--- src/rtl/fetch_stage.sv ---
// fetch_stage: instruction-fetch stage of the MIPS datapath.
//
// Owns the program counter and drives the instruction memory address from it. The fetched word
// is registered into an IF/ID pipeline register with a valid flag. The stage supports decode
// back-pressure (stall), pipeline flush and a branch/jump redirect. A retired-fetch counter is
// kept for bring-up.
//
// Build option:
//   FETCH_MISALIGN_TRAP_EN  When defined, a redirect to a non-word-aligned target loads
//                           EXC_VECTOR and pulses misalign_trap. When undefined, the low two
//                           target bits are dropped and misalign_trap is constant 0.
//
// Parameters:
//   RESET_PC        PC value loaded on reset
//   EXC_VECTOR      PC loaded on a misaligned redirect (trap build only)
//
// Ports:
//   clock           in   rising-edge clock
//   reset           in   asynchronous, active-high reset
//   stall           in   decode not ready; hold PC and IF/ID register
//   flush           in   invalidate IF/ID contents
//   redirect        in   taken branch/jump this cycle (highest priority)
//   redirect_target in   next PC when redirect=1
//   imem_addr       out  instruction memory address (combinational copy of pc)
//   imem_data       in   instruction word at imem_addr (combinational read)
//   pc              out  current PC register
//   id_instr        out  registered instruction to decode
//   id_pc4          out  registered PC+4 of id_instr
//   id_valid        out  id_instr holds a real instruction
//   fetch_count     out  count of instructions accepted into IF/ID
//   misalign_trap   out  one-cycle pulse on a misaligned redirect

module fetch_stage #(
   parameter logic [31:0] RESET_PC   = 32'h0000_0000,
   parameter logic [31:0] EXC_VECTOR = 32'h0000_0080
) (
   input  logic        clock,
   input  logic        reset,
   input  logic        stall,
   input  logic        flush,
   input  logic        redirect,
   input  logic [31:0] redirect_target,
   output logic [31:0] imem_addr,
   input  logic [31:0] imem_data,
   output logic [31:0] pc,
   output logic [31:0] id_instr,
   output logic [31:0] id_pc4,
   output logic        id_valid,
   output logic [31:0] fetch_count,
   output logic        misalign_trap
);

   logic [31:0] pc_q, pc_d;
   logic [31:0] instr_q, instr_d;
   logic [31:0] pc4_q, pc4_d;
   logic        valid_q, valid_d;
   logic [31:0] count_q, count_d;
   logic        trap_q, trap_d;

   logic [31:0] pc_plus4;
   logic [31:0] redirect_pc;
   logic        redirect_misaligned;

   // Absorbs bits that only the trap build consumes, so both builds lint the same way.
   logic        unused_cfg;
   assign unused_cfg = ^{redirect_target[1:0], EXC_VECTOR};

   // Modulo 2^32: 32'hFFFF_FFFC advances to 0.
   assign pc_plus4 = pc_q + 32'd4;

`ifdef FETCH_MISALIGN_TRAP_EN
   assign redirect_misaligned = (redirect_target[1:0] != 2'b00);
   assign redirect_pc         = redirect_misaligned ? EXC_VECTOR : redirect_target;
`else
   assign redirect_misaligned = 1'b0;
   assign redirect_pc         = {redirect_target[31:2], 2'b00};
`endif

   always_comb begin
      pc_d    = pc_q;
      instr_d = instr_q;
      pc4_d   = pc4_q;
      valid_d = valid_q;
      count_d = count_q;
      trap_d  = 1'b0;

      if (redirect) begin
         // Wrong-path word in IF/ID is dropped; stall and flush do not matter here.
         pc_d    = redirect_pc;
         instr_d = 32'h0000_0000;
         valid_d = 1'b0;
         trap_d  = redirect_misaligned;
      end else if (flush) begin
         instr_d = 32'h0000_0000;
         valid_d = 1'b0;
         if (!stall) begin
            pc_d = pc_plus4;
         end
      end else if (!stall) begin
         pc_d    = pc_plus4;
         instr_d = imem_data;
         pc4_d   = pc_plus4;
         valid_d = 1'b1;
         count_d = count_q + 32'd1;
      end
   end

   always_ff @(posedge clock or posedge reset) begin
      if (reset) begin
         pc_q    <= RESET_PC;
         instr_q <= 32'h0000_0000;
         pc4_q   <= 32'h0000_0000;
         valid_q <= 1'b0;
         count_q <= 32'h0000_0000;
         trap_q  <= 1'b0;
      end else begin
         pc_q    <= pc_d;
         instr_q <= instr_d;
         pc4_q   <= pc4_d;
         valid_q <= valid_d;
         count_q <= count_d;
         trap_q  <= trap_d;
      end
   end

   assign imem_addr     = pc_q;
   assign pc            = pc_q;
   assign id_instr      = instr_q;
   assign id_pc4        = pc4_q;
   assign id_valid      = valid_q;
   assign fetch_count   = count_q;
   assign misalign_trap = trap_q;

endmodule
--- config.mk ---
export PLATFORM = sky130hd
export DESIGN_NAME = fetch_stage
export DESIGN_NICKNAME = d
export VERILOG_FILES = /design/src/rtl/fetch_stage.sv
export SDC_FILE = /design/constraint.sdc
export NUM_CORES = 1
export LEC_CHECK = 0
export CAP_MARGIN = 40
export CORE_MARGIN = 3
export CORE_UTILIZATION = 48
export DETAILED_ROUTE_END_ITERATION = 10
export GPL_ROUTABILITY_DRIVEN = 0
export PLACE_DENSITY_LB_ADDON = 0.15
export SLEW_MARGIN = 20
export SYNTH_ARGS = -nofsm -noshare
export SYNTH_HDL_FRONTEND = slang
export SYNTH_SLANG_ARGS = --single-unit
--- constraint.sdc ---
create_clock -name clock -period 11.85 [get_ports clock]
set_input_delay 2.37 -clock clock [delete_from_list [all_inputs] [get_ports clock]]
set_output_delay 2.37 -clock clock [all_outputs]
set_load 0.02 [all_outputs]
==> results.py <==
metrics = {
    "status": {
        "status": "finished, final reports clean",
    },
    "clocking": {
        "clk-insertion-delay-late_ns": 0.41,
        "tritoncts.num_buffers": 17,
        "buffer_cell_driving_the_clock_tree_root": "clkbuf_16",
        "number_of_levels_in_the_clock_h_tree": 4,
        "cts_hold_repair.buffers": 0,
        "post_cts_resize_count": 0,
        "tritoncts_clock_tree": "done",
        "postCtsSetupBuffers": 0,
        "clock_slew_at_the_register_clock_pins_of_the_worst_setup_and_hold_paths_ns": 0.05,
        "clock_sink_count": 125,
        "cts-root-to-sink-buffers": 2,
    },
    "synthesis": {
        "ys_types": 45,
        "ys_warn_count": 0,
        "synth_top_flop_cell": "dfrtp_1",
        "synth-seq-area-share_pct": 51.62,
        "synth_seq_cells": 125,
        "post_synth_instance_area_um2": 6060,
        "postSynthCellCount": 589,
        "postSynth.asyncResetShare_pct": 100.0,
        "synth.avg_cell_area_um2": 10.29,
        "number_of_synthesized_flops_with_an_enable_pin": 0,
    },
    "global_routing": {
        "grt_first_pass_wirelength_um": 26810,
        "remaining_global_route_overflow": 0,
        "globalRouteTotalUtil_pct": 23.61,
        "grt_max_degree": 66,
        "grt_antenna_before_repair": 0,
        "grt_pass1_vias": 5156,
    },
    "power": {
        "combinational_group_share_of_total_power_pct": 21.8,
        "cellLeakagePower_nw": 3.551,
        "power_switching_mw": 0.3685,
        "worst_ir_drop_vdd_mv": 0.09854,
        "clock_power_share_pct": 38.2,
        "design_power_total_mw": 1.293,
        "seq_power_share_pct": 40.1,
        "cellPowerDensity_nw_per_um2": 147.7,
        "sw_frac_of_total_pct": 28.50,
        "power_report.internal_total_mw": 0.9245,
    },
    "timing": {
        "worstMarginPinSlew_ns": 0.6662,
        "slew-limit-headroom_pct": 55.59,
        "rsz0062_at_grt": "false",
        "max_clock_freq_mhz": 213.8,
        "final.setup_skew_ns": 0.006767,
        "layout_worst_path_cycle_share_pct": 39.46,
        "report.final.hold_viol_count": 0,
        "setup_violations": 0,
        "period_needed_ns": 4.676,
        "slew_viol_final": 0,
        "fin_tns_setup_ns": 0,
    },
    "routing": {
        "viasPerCell": 5.304,
        "avgRoutedWirePerCell_um": 17.12,
        "route.final.wire_length_um": 16350,
        "final_antenna_net_count": 0,
        "drcViolationCount": 0,
        "drt-pass1-iter-count": 5,
        "total_vias_in_the_final_route": 5065,
        "initialDrtViolationCount": 441,
    },
    "placement": {
        "dp.final_hpwl_um": 11470,
        "place.port_buffers": 221,
    },
    "min_path": {
        "worst_hold_path_type": "reg -> reg",
        "worst_hold_launch": "id_valid$_DFFE_PP0P_",
        "hold_end": "id_valid$_DFFE_PP0P_",
        "min_delay_path_depth": 1,
    },
    "die": {
        "core_um2": 12160,
        "initial_core_util_pct": 49.83,
        "num_io_pins": 231,
        "die_w_um": 118.4,
        "dieArea_um2": 14010,
        "std_cell_rows": 40,
        "die_y_um": 118.4,
    },
    "final_layout": {
        "number_of_nets_in_the_finished_design": 845,
        "diodes_inserted": 0,
        "finish.utilization_pct": 72.01,
        "n_fill_cell": 924,
        "final_common_cell": "clkdlybuf4s50_1",
        "layout-area-overhead-vs-synth_pct": 44.52,
        "drive_gt1_share_pct": 6.734,
        "layout_common_cells": "220 x clkdlybuf4s50_1, 125 x dfrtp_1, 53 x xnor2_1, 51 x nand2_1, 47 x nor2_1",
    },
    "worst_setup_path": {
        "cp-end-kind": "register",
        "r2r_setup_slack_ns": 9.57,
        "arrival_ns": 4.97,
        "worst_r2r_path_depth": 6,
        "worst_setup_path_startpoint": "stall",
        "rr_endpoint": "imem_addr[24]$_DFFE_PP0N_",
        "crit_required_ns": 12.14,
        "critical_path_class": "in -> reg",
        "path_max_fanout": 65,
        "crit-reg2reg-launch": "imem_addr[2]$_DFFE_PP0N_",
        "setup.worst_path.start_class": "input port",
    },
    "job": {
        "max-cap-violations": 0,
    },
}
[metrics by stage]
stage	cell area, um2	hold WS (ns)	worst slack [ns]	std cells
after floorplan	6082	0.5822	6.152	595
after global placement	8143	0.4617	6.811	921
after detailed placement	8143	0.4737	6.767	921
after CTS	8710	0.4857	7.204	953
after global routing	8757	0.5003	6.932	955
final	8757	0.4840	7.174	955
[final cells by class]
type	count	area, um2	area share, %
clock inverter	6	57.56	0.6572
sequential	125	3128	35.72
inverter	4	17.52	0.2000
tap	168	210.2	2.400
timing repair buffer	230	2307	26.35
multi-input combinational	396	2527	28.86
clock buffer	26	509.2	5.815
[cell usage after synthesis (4+ instances only)]
library cell  count  area [um2]
xor2_1           34       297.8
a22o_1           32       280.3
buf_4            37       277.8
nand4_1          26       162.7
a21oi_1          29       145.1
clkbuf_1         17       63.81
and4_1            5       43.79
buf_2            11       55.05
o21ai_0          28       140.1
nand2_1          51       191.4
nor3_1           10       50.05
nand3_1          26       130.1
xnor2_1          53       464.2
dfrtp_1         125        3128
nor4_1            8       50.05
and3_1            8       50.05
inv_1             4       15.01
nor2_1           47       176.4
buf_1             4       15.01
[cell families after synthesis]
logic type	Yosys count	share of synthesized area, %
AO/OA/AOI/OAI	92	9.725
XOR/XNOR	87	12.58
adder cells (fa/ha/maj)	2	0.4129
buffers and inverters	74	7.123
flip-flops	125	51.62
multiplexers	4	0.7227
other	1	0.06189
AND/OR/NAND/NOR	204	17.76
[critical path: stages]
cell             delay, ns
clkdlybuf4s50_1       0.40
buf_4                 0.23
nor3_4                0.15
buf_4                 0.57
nand3_1               0.38
nor3b_1               0.54
nand2_1               0.14
xnor2_1               0.15
[registers in the layout, summed over array words and instances, names as in the netlist]
signal       flops
imem_addr       30
id_valid         1
id_instr        32
id_pc4          30
fetch_count     32
[routing by layer]
layer  part of all wire (%)  GRT usage (%)  up-vias
met3                    8.2          8.852       14
met4                   0.71          5.421        0
li1                       -              -     2369
met5                      0              0        -
met2                     49          38.19      198
met1                     42          30.29     2484
[how the worst max path moves through the flow]
stage | to | slack [ns] | cells past startpoint
finish | fetch_count[26]$_DFFE_PP0P_ | 7.17 | 8
global route | fetch_count[26]$_DFFE_PP0P_ | 6.93 | 8
CTS | fetch_count[26]$_DFFE_PP0P_ | 7.20 | 8
detailed placement | fetch_count[30]$_DFFE_PP0P_ | 6.77 | 8
global placement | fetch_count[26]$_DFFE_PP0P_ | 6.81 | 8
floorplan | fetch_count[0]$_DFFE_PP0P_ | 6.15 | 1
[power by group through the flow]
stage | sequential (mW) | clock (mW) | combinational, mW
final | 0.518 | 0.493 | 0.282
after detailed placement | 0.524 | 0 | 0.282
after global placement | 0.521 | 0 | 0.279
after CTS | 0.518 | 0.501 | 0.283
after floorplan | 0.561 | 0 | 0.108
after global routing | 0.525 | 0.520 | 0.300
No activity file was read; power rests on OpenSTA's default activity.
